<file path="src/rtl/if_pkg.sv">
// Shared types and constants for the instruction-fetch stage.
package if_pkg;

   typedef enum logic [1:0] {
      ST_IDLE,
      ST_REQ,
      ST_HOLD,
      ST_SLEEP
   } if_state_e;

   localparam logic [31:0] BUBBLE_INS       = 32'h0000_0000;
   localparam logic [31:0] DEFAULT_RESET_PC = 32'h0000_0000;
   localparam logic [31:0] DEFAULT_INTR_VEC = 32'h0001_0000;

   function automatic logic [31:0] word_align(input logic [31:0] addr);
      return {addr[31:2], 2'b00};
   endfunction

endpackage

</file>
<file path="src/rtl/if_next_pc.sv">
// Redirect-priority mux (interrupt > mret > branch) and sequential +4 adder.
module if_next_pc
   import if_pkg::*;
#(
   parameter logic [31:0] INTR_VEC = DEFAULT_INTR_VEC
) (
   input  logic [31:0] pc_reg,
   input  logic        sleeping,
   input  logic        intr_take,
   input  logic        mret,
   input  logic        branch_taken,
   input  logic [31:0] mepc,
   input  logic [31:0] branch_target,
   output logic        redirect,
   output logic [31:0] redirect_pc,
   output logic [31:0] pc_plus4
);

   always_comb begin
      // NOTE: defaults first so every path assigns both outputs and no latch is inferred.
      redirect    = 1'b0;
      redirect_pc = pc_reg;
      if (intr_take) begin
         redirect    = 1'b1;
         redirect_pc = word_align(INTR_VEC);
      end else if (!sleeping && mret) begin
         redirect    = 1'b1;
         redirect_pc = word_align(mepc);
      end else if (!sleeping && branch_taken) begin
         redirect    = 1'b1;
         redirect_pc = word_align(branch_target);
      end
   end

   assign pc_plus4 = pc_reg + 32'd4;

endmodule

</file>
<file path="src/rtl/if_fetch_unit.sv">
// RV32 instruction-fetch stage: PC, imem handshake, redirects, squash and WFI sleep.
// Optional performance counters are built when IF_PERF_CNT_EN is defined.
module if_fetch_unit
   import if_pkg::*;
#(
   parameter logic [31:0] RESET_PC = DEFAULT_RESET_PC,
   parameter logic [31:0] INTR_VEC = DEFAULT_INTR_VEC
) (
   input  logic        clk,
   input  logic        rst,
   input  logic        stall,
   input  logic        wfi,
   input  logic        branch_taken,
   input  logic [31:0] branch_target,
   input  logic        intr_take,
   input  logic        mret,
   input  logic [31:0] mepc,
   output logic        imem_req,
   output logic [31:0] imem_addr,
   input  logic        imem_ready,
   input  logic [31:0] imem_rdata,
   output logic [31:0] pc_out,
   output logic [31:0] ins_out,
   output logic        if_valid,
`ifdef IF_PERF_CNT_EN
   output logic [31:0] perf_fetch_cnt,
   output logic [31:0] perf_squash_cnt,
`endif
   output logic        fetch_stall
);

   if_state_e   state;
   logic [31:0] pc_reg;
   logic [31:0] req_addr;
   logic [31:0] hold_ins;
   logic        pend;
   logic        squash;

   logic        redirect;
   logic [31:0] redirect_pc;
   logic [31:0] pc_plus4;
   logic        sleeping;
   logic        wfi_kill;
   logic        kill;
   logic        ack;
   logic        fresh_ack;

   assign sleeping = (state == ST_SLEEP);

   if_next_pc #(.INTR_VEC(INTR_VEC)) u_next_pc (
      .pc_reg        (pc_reg),
      .sleeping      (sleeping),
      .intr_take     (intr_take),
      .mret          (mret),
      .branch_taken  (branch_taken),
      .mepc          (mepc),
      .branch_target (branch_target),
      .redirect      (redirect),
      .redirect_pc   (redirect_pc),
      .pc_plus4      (pc_plus4)
   );

   assign wfi_kill = wfi && !redirect && !sleeping;
   assign kill     = redirect || wfi_kill;

   // An issued request is held until answered; fresh ones wait for a quiet, unstalled cycle.
   assign imem_req    = pend || ((state == ST_REQ) && !stall && !kill);
   assign imem_addr   = pend ? req_addr : pc_reg;
   assign ack         = imem_req && imem_ready;
   assign fresh_ack   = ack && !squash;
   assign fetch_stall = !if_valid || (state == ST_IDLE) || sleeping || (squash && pend);

   always_ff @(posedge clk or posedge rst) begin
      if (rst) begin
         state    <= ST_IDLE;
         pc_reg   <= word_align(RESET_PC);
         req_addr <= word_align(RESET_PC);
         hold_ins <= BUBBLE_INS;
         pend     <= 1'b0;
         squash   <= 1'b0;
         pc_out   <= 32'h0;
         ins_out  <= BUBBLE_INS;
         if_valid <= 1'b0;
      end else begin
         // NOTE: non-blocking assignments so every register samples pre-edge values.
         pend <= imem_req && !imem_ready;
         if (imem_req) req_addr <= imem_addr;

         if (kill) begin
            ins_out  <= BUBBLE_INS;
            if_valid <= 1'b0;
            squash   <= imem_req && !imem_ready;
            if (redirect) begin
               pc_reg <= redirect_pc;
               state  <= ST_REQ;
            end else begin
               state  <= ST_SLEEP;
            end
         end else begin
            if (squash && ack) squash <= 1'b0;
            case (state)
               ST_IDLE: state <= ST_REQ;
               ST_REQ: begin
                  if (fresh_ack && !stall) begin
                     pc_out   <= pc_reg;
                     ins_out  <= imem_rdata;
                     if_valid <= 1'b1;
                     pc_reg   <= pc_plus4;
                  end else if (fresh_ack) begin
                     hold_ins <= imem_rdata;
                     state    <= ST_HOLD;
                  end else if (!stall) begin
                     ins_out  <= BUBBLE_INS;
                     if_valid <= 1'b0;
                  end
               end
               ST_HOLD: begin
                  if (!stall) begin
                     pc_out   <= pc_reg;
                     ins_out  <= hold_ins;
                     if_valid <= 1'b1;
                     pc_reg   <= pc_plus4;
                     state    <= ST_REQ;
                  end
               end
               ST_SLEEP: ;
               default: state <= ST_IDLE;
            endcase
         end
      end
   end

`ifdef IF_PERF_CNT_EN
   logic perf_load;
   logic perf_drop;

   assign perf_load = !kill && !stall &&
                      (((state == ST_REQ) && fresh_ack) || (state == ST_HOLD));
   assign perf_drop = kill ? (ack || (state == ST_HOLD)) : (squash && ack);

   always_ff @(posedge clk or posedge rst) begin
      if (rst) begin
         perf_fetch_cnt  <= 32'h0;
         perf_squash_cnt <= 32'h0;
      end else begin
         if (perf_load) perf_fetch_cnt  <= perf_fetch_cnt + 32'd1;
         if (perf_drop) perf_squash_cnt <= perf_squash_cnt + 32'd1;
      end
   end
`endif

endmodule
</file>
<file path="config.mk">
export PLATFORM = sky130hd
export DESIGN_NAME = if_fetch_unit
export DESIGN_NICKNAME = d
export VERILOG_FILES = /design/src/rtl/if_pkg.sv /design/src/rtl/if_next_pc.sv /design/src/rtl/if_fetch_unit.sv
export SDC_FILE = /design/constraint.sdc
export NUM_CORES = 1
export LEC_CHECK = 0
export CORE_UTILIZATION = 24
export DETAILED_ROUTE_END_ITERATION = 10
export GPL_TIMING_DRIVEN = 0
export SLEW_MARGIN = 20
export SYNTH_ARGS = -nofsm -noshare
export SYNTH_HDL_FRONTEND = slang
export SYNTH_SLANG_ARGS = --single-unit
</file>
<file path="constraint.sdc">
create_clock -name clk -period 13.88 [get_ports clk]
set_clock_uncertainty 0.15 [all_clocks]
set_input_delay 4.164 -clock clk [delete_from_list [all_inputs] [get_ports clk]]
set_output_delay 4.164 -clock clk [all_outputs]
set_load 0.05 [all_outputs]
</file>
After elaboration in Yosys (flattened, before gate mapping)
Cells that the tools add are included.

cells by class
  equality and inequality tests = 13
  mux-type cells = 35
  bitwise operators = 2
  $add $sub $neg = 1
  reductions and logical operators = 34

operator list
  operator               count
  $mux 32                15
  $pmux 32 s2            3
  $add 32x3->32 const B  1
  $reduce_and 4->1       4
  $logic_and 1x1->1      12
  $mux 1                 10
  $mux 2                 5
  $ne 3x3->1 const B     3
  $ne 4x3->1 const B     2
  $logic_not 1->1        7
  $pmux 2 s3             1
  $logic_or 1x1->1       5
  $reduce_and 5->1       1
  $eq 2x2->1 const B     2
  $ne 2x2->1 const B     2
  $ne 4x2->1 const B     1
  $reduce_bool 2->1      2
  $reduce_bool 4->1      1
  $ne 3x2->1 const B     1
  $reduce_bool 3->1      1
  $eq 2x1->1 const B     1
  $logic_not 2->1        1
  $ne 2x1->1 const B     1
  $not 1->1              2
  $pmux 1 s2             1

word-level totals
  logic and storage cells = 94
  output and inout port bits = 99
  register bits after elaboration = 165
  input bits = 104

Depth between registers and ports, before layout
Gate-level depths: netlist (run 1).

  depth after elaboration = 19
  mapped depth = 8
  depth with buffers taken out = 6

Modules after synthesis
A second synthesis (run 1) with hierarchy kept.

unflattened totals
  cells, all modules = 749
  area total of the unflattened synthesis = 8,511.9 µm²

by module, submodules not included
  module         cells each  area an instance (µm²)  times used  sequential area each (µm²)
  if_fetch_unit  557         7,280.7                 1           4,129.0
  if_next_pc     192         1,231.2                 1           0.0

Worst setup path after synthesis (run 1)
Ideal clock, no wire load.

  path type = in2out
  from = in mret
  to = out imem_req
  data required time = 9,566 ps
  arrival = 5,528 ps
  slack = 4,038 ps
  buffers on the path = 0
  cell stages on the path = 4
  cell sequence = or3_1 or3_4 o21ba_2 inv_1

on the way
  cells in the longest elaborated chain, start to end = 10

ends and longest elaborated chain
  item                             RTL line             RTL
  from (decl)                      if_fetch_unit.sv:16  input logic mret,
  $logic_and 1x1->1 (*)            if_next_pc.sv:26     end else if (!sleeping && mret) begin
  $mux 1 (*)                       if_next_pc.sv:26
  $mux 1 (*)                       if_next_pc.sv:23     if (intr_take) begin
  $logic_not 1->1                  if_fetch_unit.sv:63  assign wfi_kill = wfi && !redirect && !sleeping;
  $logic_and 1x1->1 (2 in series)  if_fetch_unit.sv:63
  $logic_or 1x1->1 (*)             if_fetch_unit.sv:64  assign kill = redirect || wfi_kill;
  $logic_not 1->1 (*)              if_fetch_unit.sv:67  assign imem_req = pend || ((state == ST_REQ) && !stall && !kill);
  $logic_and 1x1->1 (*)            if_fetch_unit.sv:67
  $logic_or 1x1->1 (*)             if_fetch_unit.sv:67
  to (decl)                        if_fetch_unit.sv:18  output logic imem_req,

Every way passes the cells marked *; elsewhere a longest branch is shown, timed or not.

Worst setup path after layout (run 1)
Ends and elaborated chain as after synthesis.

==> results.json, run 1 <==
{
  "leakagePower_nw": 5.00,
  "peakVddDrop_mv": 0.0625,
  "synth_edf_count": 0,
  "layout_min_cycle_time_ps": 11070,
  "yosysTopAreaCellShare": 0.508,
  "rsz0062_at_grt": "false",
  "nets": 1028,
  "synth_warnings": 0,
  "gp_congestion": 0.832,
  "drc_errors": 0,
  "drtPass1Iterations": 5,
  "fin_area_um2": 11100,
  "start_util": 0.244,
  "grt-ovfl-total": 0,
  "area_growth_pct": 40.3,
  "power.density_nw_per_um2": 131,
  "relSlewSlack": 0.326,
  "ys_seq_elements": 161,
  "finalNonFillerCells": 1380,
  "crit_type": "in -> out",
  "routedWlPerCell_um": 18.9,
  "hold_viol": 0,
  "synth_area_um2": 7940,
  "synth-main-ff-cell": "dfrtp_1",
  "ys_types": 65,
  "hold_path_class": "reg -> reg",
  "ys_seq_area_frac": 0.508,
  "cpMaxStageDelayCell": "clkdlybuf4s50_1",
  "path_clk_slew_ps": 60,
  "clock.fmax_mhz": 90.3,
  "maxSlewViolCount": 0,
  "die_h_um": 184,
  "reg2reg_slack_ps": 11120,
  "wl_um": 26000,
  "yosys.area.top_type": "dfrtp_1",
  "critPathMaxStageDelay_ps": 870,
  "reg_top3": "hold_ins x32, ins_out x32, req_addr x32",
  "core_region_area_um2": 32500,
  "cp.arrival_ps": 6760,
  "io_buffer_count": 195,
  "die_w_um": 184,
  "io-pin-count": 203,
  "antenna_found_initial": 5,
  "timing.setup.tns_ps": 0,
  "hpwlAfterDp_um": 18700,
  "drive_gt1_frac": 0.196,
  "netlist_top_cells_area": "dfrtp_1, mux2_2, mux2_4",
  "worstSetupEndpointType": "primary output",
  "vias": 6517,
  "die_area_um2": 33800,
  "root_buffer": "clkbuf_16",
  "grt_util_all_layers": 0.155,
  "max-cap-violations": 0,
  "hold_buffers": 0,
  "drt_iter0_markers": 439,
  "synth_cells": 707,
  "status": "completed",
  "grt_pass1_vias": 6485,
  "clockBufferDepth": 2,
  "min_period_over_period": 0.798,
  "placed_cell_area_um2": 10500,
  "postLayoutCoreUtil": 0.342,
  "ant_nets": 0,
  "htreeDepth": 4,
  "grt_first_pass_wirelength_um": 39100,
  "cts.sinks": 161,
  "setup_viol": 0,
  "syn_avg_cell_area_um2": 11.2,
  "cts_resized": 0,
  "cp_max_fo": 5,
  "cts_made_buffers": 17,
  "clock_latency_ps": 440,
  "post_cts_buffers": 0,
  "grt_max_degree": 91,
  "cp-start-kind": "input pin",
  "num-fill-cells": 3280,
  "placed_cells": 1346,
  "synth_async_sr_flop_share": 1.00,
  "worstMarginPinSlew_ps": 1000,
  "cts_tree": "yes",
  "rows": 66,
  "path_cells": "clkdlybuf4s50_1, or3_1, or3_4, o21ba_2, inv_1, clkdlybuf4s50_1",
  "cpMostUsedCell": "clkdlybuf4s50_1",
  "vias_per_cell": 4.72,
  "cp.required_ps": 9570
}
cells in the mapped netlist (3+ instances only):
cell type / number
a22o_1: 4
nand2_1: 67
dfrtp_1: 161
nand4_1: 5
inv_1: 44
mux2i_1: 8
mux2_4: 29
nor2_1: 21
nor4_1: 5
a31oi_1: 9
o22a_1: 3
nor3_1: 13
or3_1: 4
mux2_2: 88
o21ai_0: 29
buf_4: 3
and2_1: 5
o31ai_1: 6
buf_2: 12
buf_6: 3
nor2b_1: 4
a211oi_1: 3
o22ai_1: 6
and3_1: 9
a21oi_1: 36
a222oi_1: 32
clkbuf_1: 31
o2bb2ai_1: 7
nand3_1: 15
report_power, final:
group	internal (mW)	leakage (nW)	switching, mW
Combinational	0.153	2.53	0.214
Clock	0.307	0.308	0.219
Sequential	0.522	2.16	0.0417
routing by layer:
| layer | wire length, um | part of all wire | global-route usage |
|---|---|---|---|
| met1 | 11600 | 0.44 | 0.199 |
| met2 | 11800 | 0.45 | 0.243 |
| met3 | 2310 | 0.089 | 0.0567 |
| met4 | 332 | 0.013 | 0.0430 |
| met5 | 13 | 0.00050 | 0 |
worst max-delay path, delay by kind of cell:
family | cells | cell delay (ps)
buf+inv | 3 | 1460
compound gates | 1 | 240
simple gates | 2 | 900
cells by family (layout without fill, tap and decap cells):
family | after synthesis | count (layout) | synth area share
AND/OR/NAND/NOR | 163 | 163 | 0.101
flip-flops | 161 | 161 | 0.508
AO/OA/AOI/OAI | 160 | 160 | 0.146
multiplexers | 127 | 127 | 0.193
buffers and inverters | 94 | 321 | 0.0508
adder cells (fa/ha/maj) | 1 | 1 | 0.00158
other | 1 | 5 | 0.000473
final cells by class:
cell class                      count  area, um2  share of cell area
Inverter                           44        173              0.0155
Tap cell                          442        553              0.0497
Sequential cell                   161       4030               0.362
Clock inverter                     14        218              0.0196
Antenna cell                        3       7.51            0.000674
Multi-Input combinational cell    453       3510               0.315
Clock buffer                       17        425              0.0382
Buffer                             50        238              0.0214
Timing Repair Buffer              196       1980               0.178
through the flow:
step	hold WS (ps)	worst slack [ps]	total power, mW
after floorplan	302	4040	0.798
after global placement	311	2630	0.935
after detailed placement	321	2840	0.941
after CTS	337	2820	1.47
after global routing	355	2750	1.52
final	335	2810	1.46
placed cells by master (no fill, tap or decap), types with 12 or more instances in the layout:
cell               n
o21ai_0           29
nor2_1            21
mux2_4            29
dfrtp_1          161
clkdlybuf4s50_1  195
inv_1             43
nand2_1           67
mux2_2            88
clkbuf_1          31
a21oi_1           36
a222oi_1          32
buf_2             12
nor3_1            13
clkbuf_16         17
nand3_1           15
worst paths after layout:
path	cells past startpoint	from	to
max	6	mret	imem_req
min	1	req_addr[8]	req_addr[8]
max reg2reg	6	pc_reg[4]	pc_reg[31]
min reg2reg	1	req_addr[8]	req_addr[8]
max in group asynchronous	3	rst	req_addr[4]
min in group asynchronous	2	rst	pc_out[27]
No activity file was read; power rests on OpenSTA's default activity.
==> inputs of run 2 (changes only) <==
==> constraint.sdc (replaced) <==
create_clock -name clk -period 10.93 [get_ports clk]
set_clock_uncertainty 0.15 [all_clocks]
set_input_delay 3.279 -clock clk [delete_from_list [all_inputs] [get_ports clk]]
set_output_delay 3.279 -clock clk [all_outputs]
set_load 0.05 [all_outputs]
==> results of run 2 <==
The final DEF is identical to that of run 1. Status: completed.
Among the figures that moved: setup slack after placement 2840 ps -> 1660 ps; setup slack after layout 2810 ps -> 1630 ps; register-to-register setup slack 11120 ps -> 8170 ps; total power 1.46 mW -> 1.85 mW; worst IR drop on VDD 0.0625 mV -> 0.0794 mV
